## config.mk

```make
export PLATFORM = sky130hd
export DESIGN_NAME = sdram_cmd_queue_flat
export DESIGN_NICKNAME = d
export VERILOG_FILES = /design/src/rtl/sdram_cmd_queue_pkg.sv /design/src/rtl/sdram_cmd_queue_if.sv /design/src/rtl/sdram_cmd_queue_fifo.sv /design/src/rtl/sdram_cmd_queue.sv /design/src/flat_wrapper.sv
export SDC_FILE = /design/constraint.sdc
export NUM_CORES = 1
export LEC_CHECK = 0
export ABC_AREA = 1
export CAP_MARGIN = 20
export CELL_PAD_IN_SITES_DETAIL_PLACEMENT = 0
export CELL_PAD_IN_SITES_GLOBAL_PLACEMENT = 2
export CORE_MARGIN = 4
export CORE_UTILIZATION = 42
export CTS_BUF_LIST = sky130_fd_sc_hd__clkbuf_8 sky130_fd_sc_hd__clkbuf_16
export DETAILED_ROUTE_END_ITERATION = 6
export DONT_BUFFER_PORTS = 1
export PLACE_DENSITY = 0.82
export SLEW_MARGIN = 20
export SYNTH_ARGS = -nofsm -noshare
export SYNTH_HDL_FRONTEND = slang
export SYNTH_HIERARCHICAL = 1
export SYNTH_SLANG_ARGS = --single-unit
```

## constraint.sdc

```tcl
create_clock -name clk -period 6.4 [get_ports clk]
set_input_delay 1.28 -clock clk [delete_from_list [all_inputs] [get_ports clk]]
set_output_delay 1.28 -clock clk [all_outputs]
set_load 0.1 [all_outputs]
```

## src/rtl/sdram_cmd_queue_pkg.sv

```systemverilog
// Shared definitions for the sdram command queue: default widths, issue FSM encoding
// and the packed command-entry width.
package sdram_cmd_queue_pkg;

    localparam int SDRAM_AW = 23;
    localparam int SDRAM_DW = 64;

    typedef enum logic {
        ST_IDLE = 1'b0,
        ST_REQ  = 1'b1
    } state_e;

    // Entry layout is {wr, addr, data}.
    function automatic int entry_width(input int aw, input int dw);
        return aw + dw + 1;
    endfunction

endpackage

```

## src/rtl/sdram_cmd_queue_if.sv

```systemverilog
// Bus bundle for the sdram command queue: upstream command/response side and the
// sdram controller req/ack side.
interface sdram_cmd_queue_if
    import sdram_cmd_queue_pkg::*;
#(
    parameter int AW = SDRAM_AW,
    parameter int DW = SDRAM_DW
) ();
    logic          cmd_valid;
    logic          cmd_ready;
    logic          cmd_wr;
    logic [AW-1:0] cmd_addr;
    logic [DW-1:0] cmd_wr_data;
    logic          rsp_valid;
    logic [DW-1:0] rsp_data;
    logic          sd_req;
    logic          sd_ack;
    logic          sd_wr;
    logic [AW-1:0] sd_addr;
    logic [DW-1:0] sd_wr_data;
    logic          sd_rd_ack;
    logic [DW-1:0] sd_rd_data;

    modport slave (
        input  cmd_valid, cmd_wr, cmd_addr, cmd_wr_data, sd_ack, sd_rd_ack, sd_rd_data,
        output cmd_ready, rsp_valid, rsp_data, sd_req, sd_wr, sd_addr, sd_wr_data
    );

    modport master (
        output cmd_valid, cmd_wr, cmd_addr, cmd_wr_data, sd_ack, sd_rd_ack, sd_rd_data,
        input  cmd_ready, rsp_valid, rsp_data, sd_req, sd_wr, sd_addr, sd_wr_data
    );
endinterface

```

## src/rtl/sdram_cmd_queue_fifo.sv

```systemverilog
// Synchronous command FIFO with full/empty flags; head entry is read straight from the
// storage registers.
module sdram_cmd_queue_fifo #(
    parameter int DEPTH = 4,
    parameter int W     = 88
) (
    input  logic         clk,
    input  logic         reset_l,
    input  logic         push_i,
    input  logic [W-1:0] din_i,
    input  logic         pop_i,
    output logic [W-1:0] dout_o,
    output logic         full_o,
    output logic         empty_o
);
    localparam int PW = $clog2(DEPTH);

    logic [PW:0]  wr_ptr_q, wr_ptr_d;
    logic [PW:0]  rd_ptr_q, rd_ptr_d;
    logic [W-1:0] mem_q [DEPTH];
    logic         push_ok, pop_ok;

    // Extra pointer bit distinguishes full from empty when the index bits match.
    assign full_o  = (wr_ptr_q[PW] != rd_ptr_q[PW]) && (wr_ptr_q[PW-1:0] == rd_ptr_q[PW-1:0]);
    assign empty_o = (wr_ptr_q == rd_ptr_q);
    assign push_ok = push_i && !full_o;
    assign pop_ok  = pop_i && !empty_o;
    assign dout_o  = mem_q[rd_ptr_q[PW-1:0]];

    always_comb begin
        wr_ptr_d = wr_ptr_q + {{PW{1'b0}}, push_ok};
        rd_ptr_d = rd_ptr_q + {{PW{1'b0}}, pop_ok};
    end

    always_ff @(posedge clk or negedge reset_l) begin
        if (!reset_l) begin
            wr_ptr_q <= '0;
            rd_ptr_q <= '0;
        end else begin
            wr_ptr_q <= wr_ptr_d;
            rd_ptr_q <= rd_ptr_d;
        end
    end

    always_ff @(posedge clk) begin
        if (push_ok) mem_q[wr_ptr_q[PW-1:0]] <= din_i;
    end

endmodule

```

## src/rtl/sdram_cmd_queue.sv

```systemverilog
// Command queue in front of the sdram controller: buffers requests, issues them one at a
// time on sd_req/sd_ack, limits outstanding reads. Optional counters: SDRAM_CMD_QUEUE_STATS_EN.
module sdram_cmd_queue
    import sdram_cmd_queue_pkg::*;
#(
    parameter int DEPTH  = 4,
    parameter int MAX_RD = 4,
    parameter int AW     = SDRAM_AW,
    parameter int DW     = SDRAM_DW
) (
    input  logic               clk,
    input  logic               reset_l,
    sdram_cmd_queue_if.slave   bus,
    output logic               busy
`ifdef SDRAM_CMD_QUEUE_STATS_EN
    ,
    output logic [31:0]        stat_wr,
    output logic [31:0]        stat_rd,
    output logic [31:0]        stat_stall
`endif
);
    localparam int         EW       = entry_width(AW, DW);
    localparam logic [3:0] MAX_RD_C = 4'(MAX_RD);

    state_e        state_q, state_d;
    logic          sd_req_q, sd_req_d;
    logic          sd_wr_q, sd_wr_d;
    logic [AW-1:0] sd_addr_q, sd_addr_d;
    logic [DW-1:0] sd_data_q, sd_data_d;
    logic [3:0]    rd_cnt_q, rd_cnt_d;
    logic          rsp_valid_q, rsp_valid_d;
    logic [DW-1:0] rsp_data_q, rsp_data_d;
    logic          ready_en_q;

    logic [EW-1:0] head;
    logic          fifo_full, fifo_empty, push, pop;
    logic          head_wr, rd_limit, rd_inc, rd_dec;

    // cmd_ready comes only from registers, so there is no path from cmd_valid.
    assign bus.cmd_ready = ready_en_q && !fifo_full;
    assign push          = bus.cmd_valid && bus.cmd_ready;

    sdram_cmd_queue_fifo #(.DEPTH(DEPTH), .W(EW)) u_fifo (
        .clk     (clk),
        .reset_l (reset_l),
        .push_i  (push),
        .din_i   ({bus.cmd_wr, bus.cmd_addr, bus.cmd_wr_data}),
        .pop_i   (pop),
        .dout_o  (head),
        .full_o  (fifo_full),
        .empty_o (fifo_empty)
    );

    assign head_wr  = head[EW-1];
    assign rd_limit = (rd_cnt_q >= MAX_RD_C);
    assign rd_inc   = (state_q == ST_REQ) && bus.sd_ack && !sd_wr_q;
    assign rd_dec   = bus.sd_rd_ack && (rd_cnt_q != 4'd0);

    always_comb begin
        state_d   = state_q;
        sd_req_d  = sd_req_q;
        sd_wr_d   = sd_wr_q;
        sd_addr_d = sd_addr_q;
        sd_data_d = sd_data_q;
        pop       = 1'b0;
        case (state_q)
            ST_IDLE: begin
                // Strict order: a blocked read head also holds back writes behind it.
                if (!fifo_empty && (head_wr || !rd_limit)) begin
                    pop       = 1'b1;
                    sd_req_d  = 1'b1;
                    sd_wr_d   = head_wr;
                    sd_addr_d = head[DW+AW-1:DW];
                    sd_data_d = head[DW-1:0];
                    state_d   = ST_REQ;
                end
            end
            ST_REQ: begin
                if (bus.sd_ack) begin
                    sd_req_d = 1'b0;
                    state_d  = ST_IDLE;
                end
            end
            default: state_d = ST_IDLE;
        endcase
    end

    always_comb begin
        rd_cnt_d = rd_cnt_q;
        if (rd_inc && !rd_dec)      rd_cnt_d = rd_cnt_q + 4'd1;
        else if (rd_dec && !rd_inc) rd_cnt_d = rd_cnt_q - 4'd1;
        rsp_valid_d = rd_dec;
        rsp_data_d  = rd_dec ? bus.sd_rd_data : rsp_data_q;
    end

    always_ff @(posedge clk or negedge reset_l) begin
        if (!reset_l) begin
            state_q     <= ST_IDLE;
            sd_req_q    <= 1'b0;
            sd_wr_q     <= 1'b0;
            sd_addr_q   <= '0;
            sd_data_q   <= '0;
            rd_cnt_q    <= 4'd0;
            rsp_valid_q <= 1'b0;
            rsp_data_q  <= '0;
            ready_en_q  <= 1'b0;
        end else begin
            state_q     <= state_d;
            sd_req_q    <= sd_req_d;
            sd_wr_q     <= sd_wr_d;
            sd_addr_q   <= sd_addr_d;
            sd_data_q   <= sd_data_d;
            rd_cnt_q    <= rd_cnt_d;
            rsp_valid_q <= rsp_valid_d;
            rsp_data_q  <= rsp_data_d;
            ready_en_q  <= 1'b1;
        end
    end

    assign bus.sd_req     = sd_req_q;
    assign bus.sd_wr      = sd_wr_q;
    assign bus.sd_addr    = sd_addr_q;
    assign bus.sd_wr_data = sd_data_q;
    assign bus.rsp_valid  = rsp_valid_q;
    assign bus.rsp_data   = rsp_data_q;
    assign busy           = !fifo_empty || sd_req_q || (rd_cnt_q != 4'd0);

`ifdef SDRAM_CMD_QUEUE_STATS_EN
    logic [31:0] stat_wr_q, stat_wr_d;
    logic [31:0] stat_rd_q, stat_rd_d;
    logic [31:0] stat_stall_q, stat_stall_d;
    logic        wr_done, stall_cyc;

    assign wr_done   = (state_q == ST_REQ) && bus.sd_ack && sd_wr_q;
    assign stall_cyc = (state_q == ST_IDLE) && !fifo_empty && !head_wr && rd_limit;

    // Saturating counters.
    always_comb begin
        stat_wr_d    = (wr_done && !(&stat_wr_q)) ? stat_wr_q + 32'd1 : stat_wr_q;
        stat_rd_d    = (rd_inc && !(&stat_rd_q)) ? stat_rd_q + 32'd1 : stat_rd_q;
        stat_stall_d = (stall_cyc && !(&stat_stall_q)) ? stat_stall_q + 32'd1 : stat_stall_q;
    end

    always_ff @(posedge clk or negedge reset_l) begin
        if (!reset_l) begin
            stat_wr_q    <= '0;
            stat_rd_q    <= '0;
            stat_stall_q <= '0;
        end else begin
            stat_wr_q    <= stat_wr_d;
            stat_rd_q    <= stat_rd_d;
            stat_stall_q <= stat_stall_d;
        end
    end

    assign stat_wr    = stat_wr_q;
    assign stat_rd    = stat_rd_q;
    assign stat_stall = stat_stall_q;
`endif

endmodule

```

## src/flat_wrapper.sv

```systemverilog
// flat-port wrapper written by rule: the top's interface ports become plain ports
module sdram_cmd_queue_flat import sdram_cmd_queue_pkg::*;
#(
    parameter int DEPTH  = 4,
    parameter int MAX_RD = 4,
    parameter int AW     = SDRAM_AW,
    parameter int DW     = SDRAM_DW
)
  (clk, reset_l, busy, bus_cmd_valid, bus_cmd_wr, bus_cmd_addr, bus_cmd_wr_data, bus_sd_ack, bus_sd_rd_ack, bus_sd_rd_data, bus_cmd_ready, bus_rsp_valid, bus_rsp_data, bus_sd_req, bus_sd_wr, bus_sd_addr, bus_sd_wr_data);
  sdram_cmd_queue_if #(.AW(AW), .DW(DW)) bus_i ();
  input  logic clk;
  input  logic reset_l;
  output logic busy;
  input wire logic [$bits(bus_i.cmd_valid)-1:0] bus_cmd_valid;
  input wire logic [$bits(bus_i.cmd_wr)-1:0] bus_cmd_wr;
  input wire logic [$bits(bus_i.cmd_addr)-1:0] bus_cmd_addr;
  input wire logic [$bits(bus_i.cmd_wr_data)-1:0] bus_cmd_wr_data;
  input wire logic [$bits(bus_i.sd_ack)-1:0] bus_sd_ack;
  input wire logic [$bits(bus_i.sd_rd_ack)-1:0] bus_sd_rd_ack;
  input wire logic [$bits(bus_i.sd_rd_data)-1:0] bus_sd_rd_data;
  output wire logic [$bits(bus_i.cmd_ready)-1:0] bus_cmd_ready;
  output wire logic [$bits(bus_i.rsp_valid)-1:0] bus_rsp_valid;
  output wire logic [$bits(bus_i.rsp_data)-1:0] bus_rsp_data;
  output wire logic [$bits(bus_i.sd_req)-1:0] bus_sd_req;
  output wire logic [$bits(bus_i.sd_wr)-1:0] bus_sd_wr;
  output wire logic [$bits(bus_i.sd_addr)-1:0] bus_sd_addr;
  output wire logic [$bits(bus_i.sd_wr_data)-1:0] bus_sd_wr_data;
  assign bus_i.cmd_valid = bus_cmd_valid;
  assign bus_i.cmd_wr = bus_cmd_wr;
  assign bus_i.cmd_addr = bus_cmd_addr;
  assign bus_i.cmd_wr_data = bus_cmd_wr_data;
  assign bus_i.sd_ack = bus_sd_ack;
  assign bus_i.sd_rd_ack = bus_sd_rd_ack;
  assign bus_i.sd_rd_data = bus_sd_rd_data;
  assign bus_cmd_ready = bus_i.cmd_ready;
  assign bus_rsp_valid = bus_i.rsp_valid;
  assign bus_rsp_data = bus_i.rsp_data;
  assign bus_sd_req = bus_i.sd_req;
  assign bus_sd_wr = bus_i.sd_wr;
  assign bus_sd_addr = bus_i.sd_addr;
  assign bus_sd_wr_data = bus_i.sd_wr_data;
  sdram_cmd_queue #(.DEPTH(DEPTH), .MAX_RD(MAX_RD), .AW(AW), .DW(DW)) u_core (.clk(clk), .reset_l(reset_l), .bus(bus_i), .busy(busy));
endmodule
```

==> impl_metrics.yaml, run 1 <==
synth:
  ys_warn_count: 6
  synthesis.nets: 1756
  syn_area_mm2: 0.0196
  netlist_top_cells_count: "486 x sky130_fd_sc_hd__nand2_1, 352 x sky130_fd_sc_hd__edfxtp_1, 186 x sky130_fd_sc_hd__nor2_1"
  number_of_different_library_cells_in_the_post_synthesis_netlist: 25
  ys_top_cells_by_area: "sky130_fd_sc_hd__edfxtp_1 54%, sky130_fd_sc_hd__dfrtp_1 21%, sky130_fd_sc_hd__nand2_1 9.3%"
  seq_area_frac_synth_pct: 75.3
  synthDominantCellAreaShare_pct: 54.0
  synth.mux.area_fraction_pct: 0
  syn_inst: 1591
  number_of_synthesized_register_bits: 518
  complex_gate_fraction_of_the_synthesized_area_pct: 7.45
  post-synth-top-count-cell: "sky130_fd_sc_hd__nand2_1"
  synth_largest_area_cell: "sky130_fd_sc_hd__edfxtp_1"
  synth-xor-area-share_pct: 0.224
  yosys_most_used_dff: "sky130_fd_sc_hd__edfxtp_1"
  synth_simple_gate_area_share_pct: 13.1
  asyncSetResetFlopFracSynth_pct: 32.0
  synth_top_family_by_area: "simple AND/OR/NAND/NOR gates"
  synth_adder_area_share_pct: 0.550
  synth_enable_flop_cells: 352
  post_synth.cell_area_avg_um2: 12.3
drt:
  drt_wl_total_um: 45500
  final_antenna_net_count: 0
  detail_route.iter0.violations: 868
  detail_route.drc_violations: 0
  drt_pass1_iterations: 4
  route.detailed.vias_per_inst: 5.19
  routed-via-count: 11500
  post_drt_wl_per_cell_um: 20.6
global_route:
  grt_pass1_vias: 11600
  grt_overflow: 0
  grt_antenna_before_repair: 1
  grt_max_degree: 167
  wire_length_of_the_first_global_routing_pass_um: 69100
  grt_use_total_pct: 17.7
timing:
  unrepaired_setup_endpoints_after_global_routing: "false"
  finalWorstPathRequiredPeriod_ns: 4.49
  fin_worst_skew_ns: 0.0202
  max_slew_margin_pct: 25.0
  timing_hold_violations_final: 0
  final-max-slew-violation-count: 0
  finalSetupViolCount: 0
  timing.fmax_ghz: 0.223
  timing_worst_slew_pin_value_ns: 1.12
  final.period_utilization_pct: 70.2
  timing.setup.tns_ns: 0
critical_path:
  worst-path-max-fanout: 91
  worstPathArrival_ns: 3.21
  timing.rr.start: "u_core/u_fifo/rd_ptr_q[1]$_DFF_PN0_"
  crit_path_start: "u_core/u_fifo/rd_ptr_q[1]$_DFF_PN0_"
  worstPathRequired_ns: 5.12
  worst_r2r_path_depth: 9
  worst_setup_path_endpoint: "busy"
  timing.rr.end: "u_core/u_fifo/mem_q[3][33]$_DFFE_PP_"
  critical_path.endpoint_type: "primary output"
  cp-start-kind: "flop"
  r2r_setup_slk_ns: 2.65
  worstSetupPathType: "reg2out"
finish:
  finish.net_count: 1736
  ff_latch_area_mm2: 0.0147
  fillers: 4064
  layout_cells_sized_above_1_pct: 6.69
  antenna_cells: 0
  multi_input_gate_area_mm2: 0.00423
  fin_area_mm2: 0.0217
  area_growth_pct: 11.1
floorplanning:
  die_h_um: 224
  fp.dieW_um: 224
  effective_utilization_at_floorplan_pct: 42.8
  io_pins: 313
  row_count: 78
  fp.coreArea_mm2: 0.0457
  design.die.area_mm2: 0.0501
place:
  finalWeightedCongestion: 0.757
  port_buffers: 0
  final_hpwl_from_detailed_placement_um: 25400
  dpl_cell_area_mm2: 0.0200
clock_network:
  post_cts.resized_instances: 0
  cts-hold-fix-buffers: 0
  cts_setup_buffers: 0
  cts.root.buffer_cell: "sky130_fd_sc_hd__clkbuf_16"
  clock_tree_buffer_depth: 3
  cts.sinks: 518
  clock_transition_at_the_registers_of_the_reported_paths_ns: 0.06
  clk_latency_ns: 0.59
  cts_buffers: 53
  tritoncts: "yes"
  htreeDepth: 2
status:
  run_status: "complete, no violations"
flow_run:
  timing.max_cap.violations: 0
worst_hold_path:
  hp-class: "in2async"
## area by class of cell
cell class / count / share of cell area (%)
clock buffers: 55 / 6.28
clock inverters: 44 / 1.73
inverters: 20 / 0.386
well taps: 600 / 3.46
multi-input cells: 963 / 19.5
repair buffers: 15 / 0.875
flip-flops and latches: 518 / 67.8
## worst min-delay path by stage
| stage | startpoint | end | slack [ns] | depth (start not counted) |
|---|---|---|---|---|
| 2_1_floorplan | u_core/u_fifo/rd_ptr_q[2]$_DFF_PN0_ | u_core/u_fifo/rd_ptr_q[2]$_DFF_PN0_ | 0.46 | 1 |
| 3_3_place_gp | u_core/u_fifo/rd_ptr_q[2]$_DFF_PN0_ | u_core/u_fifo/rd_ptr_q[2]$_DFF_PN0_ | 0.48 | 1 |
| 3_5_place_dp | u_core/u_fifo/rd_ptr_q[2]$_DFF_PN0_ | u_core/u_fifo/rd_ptr_q[2]$_DFF_PN0_ | 0.49 | 1 |
| 4_1_cts | reset_l | u_core/bus.sd_wr_data[59]$_DFFE_PN0P_ | 0.34 | 0 |
| 5_1_grt | reset_l | u_core/bus.sd_wr_data[58]$_DFFE_PN0P_ | 0.34 | 0 |
| 6_report | reset_l | u_core/bus.sd_wr_data[58]$_DFFE_PN0P_ | 0.38 | 0 |
## worst max-delay path, cell delays in order (launching register included)
cell	delay (ns)
sky130_fd_sc_hd__dfrtp_4	1.18
sky130_fd_sc_hd__clkinv_2	0.17
sky130_fd_sc_hd__nand2_1	0.10
sky130_fd_sc_hd__nand2_1	0.06
sky130_fd_sc_hd__nand3b_1	0.12
sky130_fd_sc_hd__inv_1	0.06
sky130_fd_sc_hd__inv_1	0.11
sky130_fd_sc_hd__nor2_1	0.05
sky130_fd_sc_hd__nand3_1	0.78
## placed cells by master, fill, tap and decap left out, drive strengths merged
cell type  count
a21oi          1
nand3          5
clkinv        25
xor2           2
nor2         186
o21ai        180
clkbuf        55
edfxtp       352
nand2        486
buf           15
or2            1
nand3b         1
clkinvlp       3
xnor2          3
bufinv         6
o22ai         88
inv           30
nor3b          1
dfrtp        166
ha             7
conb           1
fa             1
## kinds of logic (layout without fill, tap and decap cells)
logic type | count (synthesis) | after routing
xor gates and xnor gates | 5 | 5
other | 1 | 1
adders and majority gates | 8 | 8
buffers and inverters | 110 | 134
AOI/OAI and AO/OA | 269 | 269
and+or+nand+nor | 680 | 680
DFF | 518 | 518
## per-stage QoR
step | setup WS, ns | utilization, % | hold slack (ns) | cells
6_report | 1.91 | 47.6 | 0.384 | 2215
5_1_grt | 1.72 | 47.6 | 0.344 | 2215
4_1_cts | 1.80 | 47.5 | 0.342 | 2214
3_5_place_dp | 2.45 | 43.7 | 0.488 | 2115
3_3_place_gp | 2.42 | 43.6 | 0.483 | 2114
2_1_floorplan | 0.616 | - | 0.463 | 1591
## metal layers
layer  GRT usage (%)  vias up  wire (um)
met5               0        -         13
met1            22.1     5648      18500
li1                -     5445          -
met2            29.4      330      22100
met4            5.57        2       1090
met3            6.04       67       3870
## flip-flops by register name, summed over array words and instances (netlist names)
name,flops
u_core/rd_cnt_q,4
u_core/u_fifo/wr_ptr_q,3
u_core/bus.sd_addr,23
u_core/ready_en_q,1
u_core/bus.rsp_data,64
u_core/bus.sd_wr,1
u_core/bus.sd_req,1
u_core/state_q,1
u_core/u_fifo/mem_q,352
u_core/u_fifo/rd_ptr_q,3
u_core/bus.rsp_valid,1
u_core/bus.sd_wr_data,64
Power of run 1 is not shown: default switching activity piles up to over one toggle a cycle in this logic, so the estimate is an artifact.
==> run 2: changes to the inputs <==
==> constraint.sdc (replaced) <==
create_clock -name clk -period 4.15 [get_ports clk]
set_input_delay 0.83 -clock clk [delete_from_list [all_inputs] [get_ports clk]]
set_output_delay 0.83 -clock clk [all_outputs]
set_load 0.1 [all_outputs]
==> run 2 against run 1 <==
  * The run now ends with hold timing left
  * Worst hold slack worse by 0.44 ns
  * Sequential cell count stayed put
  * Routed wire length hardly changed
  * Critical path type unchanged
  * Highest routed layer unchanged
==> impl_metrics.yaml, run 2 (synthesized netlist as in run 1, its figures left out) <==
timing:
  fin_worst_skew_ns: 0.0131
  max_slew_margin_pct: 31.4
  finalWorstPathRequiredPeriod_ns: 3.31
  unrepaired_setup_endpoints_after_global_routing: "false"
  finalSetupViolCount: 0
  timing_hold_violations_final: 166
  final-max-slew-violation-count: 0
  timing_worst_slew_pin_value_ns: 1.03
  whs_ns: -0.0531
  timing.fmax_ghz: 0.302
  final.period_utilization_pct: 79.8
place:
  dpl_cell_area_mm2: 0.0200
  finalWeightedCongestion: 0.773
  final_hpwl_from_detailed_placement_um: 26800
  port_buffers: 0
  dp.cells: 2124
finish:
  fin_area_mm2: 0.0218
  fillers: 4064
  antenna_cells: 0
  post_layout_nonfiller_instances: 2226
  ff_latch_area_mm2: 0.0147
  flip_flop_count_of_the_largest_register_all_copies_and_words_added: 352
  finish.net_count: 1746
  final_core_utilization_pct: 47.7
  layout_cells_sized_above_1_pct: 7.13
  area_growth_pct: 11.3
  multi_input_gate_area_mm2: 0.00423
  final_cell_mix: "485 x sky130_fd_sc_hd__nand2_1, 352 x sky130_fd_sc_hd__edfxtp_1, 181 x sky130_fd_sc_hd__nor2_1, 164 x sky130_fd_sc_hd__dfrtp_1, 123 x sky130_fd_sc_hd__o21ai_0"
  most_common_cell_after_layout_fill_and_taps_aside: "sky130_fd_sc_hd__nand2_1"
floorplanning:
  effective_utilization_at_floorplan_pct: 42.8
  die_h_um: 224
  fp.coreArea_mm2: 0.0457
  row_count: 78
  fp.dieW_um: 224
  design.die.area_mm2: 0.0501
  io_pins: 313
status:
  run_status: "complete, but fails checks"
  violations: "hold timing"
worst_hold_path:
  hp-class: "in2async"
critical_path:
  r2r_setup_slk_ns: 0.94
  critical_path.endpoint_type: "primary output"
  timing.rr.end: "u_core/u_fifo/rd_ptr_q[2]$_DFF_PN0_"
  worstSetupPathType: "reg2out"
  timing.rr.start: "u_core/u_fifo/rd_ptr_q[1]$_DFF_PN0_"
  worst_path_dominant_cell_family: "buffers and inverters"
  cp_common_cell: "sky130_fd_sc_hd__nand2_1"
  critPathSlowestCell: "sky130_fd_sc_hd__dfrtp_4"
  critPathBufInv: 3
  worstPathRequired_ns: 3.32
  crit_path_max_incr_delay_ns: 0.61
  worstPathArrival_ns: 2.48
  worst-path-max-fanout: 26
  cp-start-kind: "flop"
  critical_path.cell_chain: "clkinv_2, nand2_1, nand2_1, nand3_1, inv_1, nor2_2, buf_12"
  worst_r2r_path_depth: 13
clock_network:
  clock_transition_at_the_registers_of_the_reported_paths_ns: 0.06
  post_cts.resized_instances: 0
  clock_tree_buffer_depth: 3
  htreeDepth: 2
  clk_latency_ns: 0.59
  cts.sinks: 518
  tritoncts: "yes"
  cts_buffers: 54
  cts_setup_buffers: 0
  cts.root.buffer_cell: "sky130_fd_sc_hd__clkbuf_16"
global_route:
  grt_max_degree: 167
  grt_antenna_before_repair: 2
  grt_pass1_vias: 11600
  wire_length_of_the_first_global_routing_pass_um: 69800
  grt_overflow: 0
  grt_use_total_pct: 17.8
drt:
  post_drt_wl_per_cell_um: 20.4
  met1Wirelength_um: 18700
  detail_route.drc_violations: 0
  route.detailed.vias_per_inst: 5.19
  final_antenna_net_count: 0
  routed-wl-met2_um: 21600
  routed-via-count: 11600
  route.met3.wl_um: 3960
  detail_route.iter0.violations: 738
  drt_wl_total_um: 45500
  drt_pass1_iterations: 5
  topRoutingLayerUsed: "met5"
flow_run:
  timing.max_cap.violations: 0
-- run 2: cell count changes in the layout (fill, tap and decap cells not counted), moves of 2 or more --
cell,before,now
sky130_fd_sc_hd__inv_1,26,37
sky130_fd_sc_hd__buf_12,3,5
sky130_fd_sc_hd__clkinv_1,10,2
sky130_fd_sc_hd__buf_4,10,19
sky130_fd_sc_hd__bufinv_16,6,3
sky130_fd_sc_hd__clkinv_4,2,0
sky130_fd_sc_hd__clkinv_2,12,10
sky130_fd_sc_hd__buf_16,2,0
sky130_fd_sc_hd__clkbuf_8,1,7
-- run 2: how the worst max path moves through the flow --
stage,startpoint,end,slack [ns],cells past startpoint
6_report,u_core/u_fifo/rd_ptr_q[1]$_DFF_PN0_,bus_cmd_ready,0.84,7
5_1_grt,u_core/u_fifo/rd_ptr_q[1]$_DFF_PN0_,busy,0.62,9
4_1_cts,u_core/u_fifo/rd_ptr_q[1]$_DFF_PN0_,bus_cmd_ready,0.76,7
3_5_place_dp,u_core/u_fifo/rd_ptr_q[1]$_DFF_PN0_,u_core/u_fifo/rd_ptr_q[2]$_DFF_PN0_,0.82,13
3_3_place_gp,u_core/u_fifo/rd_ptr_q[1]$_DFF_PN0_,u_core/u_fifo/rd_ptr_q[2]$_DFF_PN0_,0.84,13
2_1_floorplan,u_core/u_fifo/rd_ptr_q[0]$_DFF_PN0_,u_core/u_fifo/mem_q[0][0]$_DFFE_PP_,-1.22,7
-- run 2: metrics by stage --
step / hold WS, ns / setup slack (ns) / TNS [ns]
6_report: -0.0531 / 0.837 / 0
5_1_grt: -0.0938 / 0.615 / 0
4_1_cts: -0.105 / 0.760 / 0
3_5_place_dp: 0.483 / 0.816 / 0
3_3_place_gp: 0.482 / 0.841 / 0
2_1_floorplan: 0.463 / -1.22 / -428.70
-- run 2: layout make-up --
class	instances	share of cell area [%]
well taps	600	3.45
inverters	20	0.385
flip-flops and latches	518	67.7
repair buffers	24	1.11
multi-input cells	963	19.4
clock inverters	39	1.22
clock buffers	62	6.76
-- run 2: worst register-to-register path, delay by kind of cell, from the launching register on --
kind                       cells  cell delay (ns)
buffers and inverters          5             1.37
DFF                            1             0.61
AOI/OAI and AO/OA              3             0.39
adders and majority gates      2             0.35
and+or+nand+nor                2             0.24
xor gates and xnor gates       1             0.13
-- run 2: layer usage --
| metal | track usage (%) | up-vias |
|---|---|---|
| met5 | 0 | - |
| met4 | 5.89 | 2 |
| met3 | 6.03 | 69 |
| met2 | 29.4 | 353 |
| met1 | 22.3 | 5674 |
| li1 | - | 5464 |
Power of run 2 is left out for the same reason.
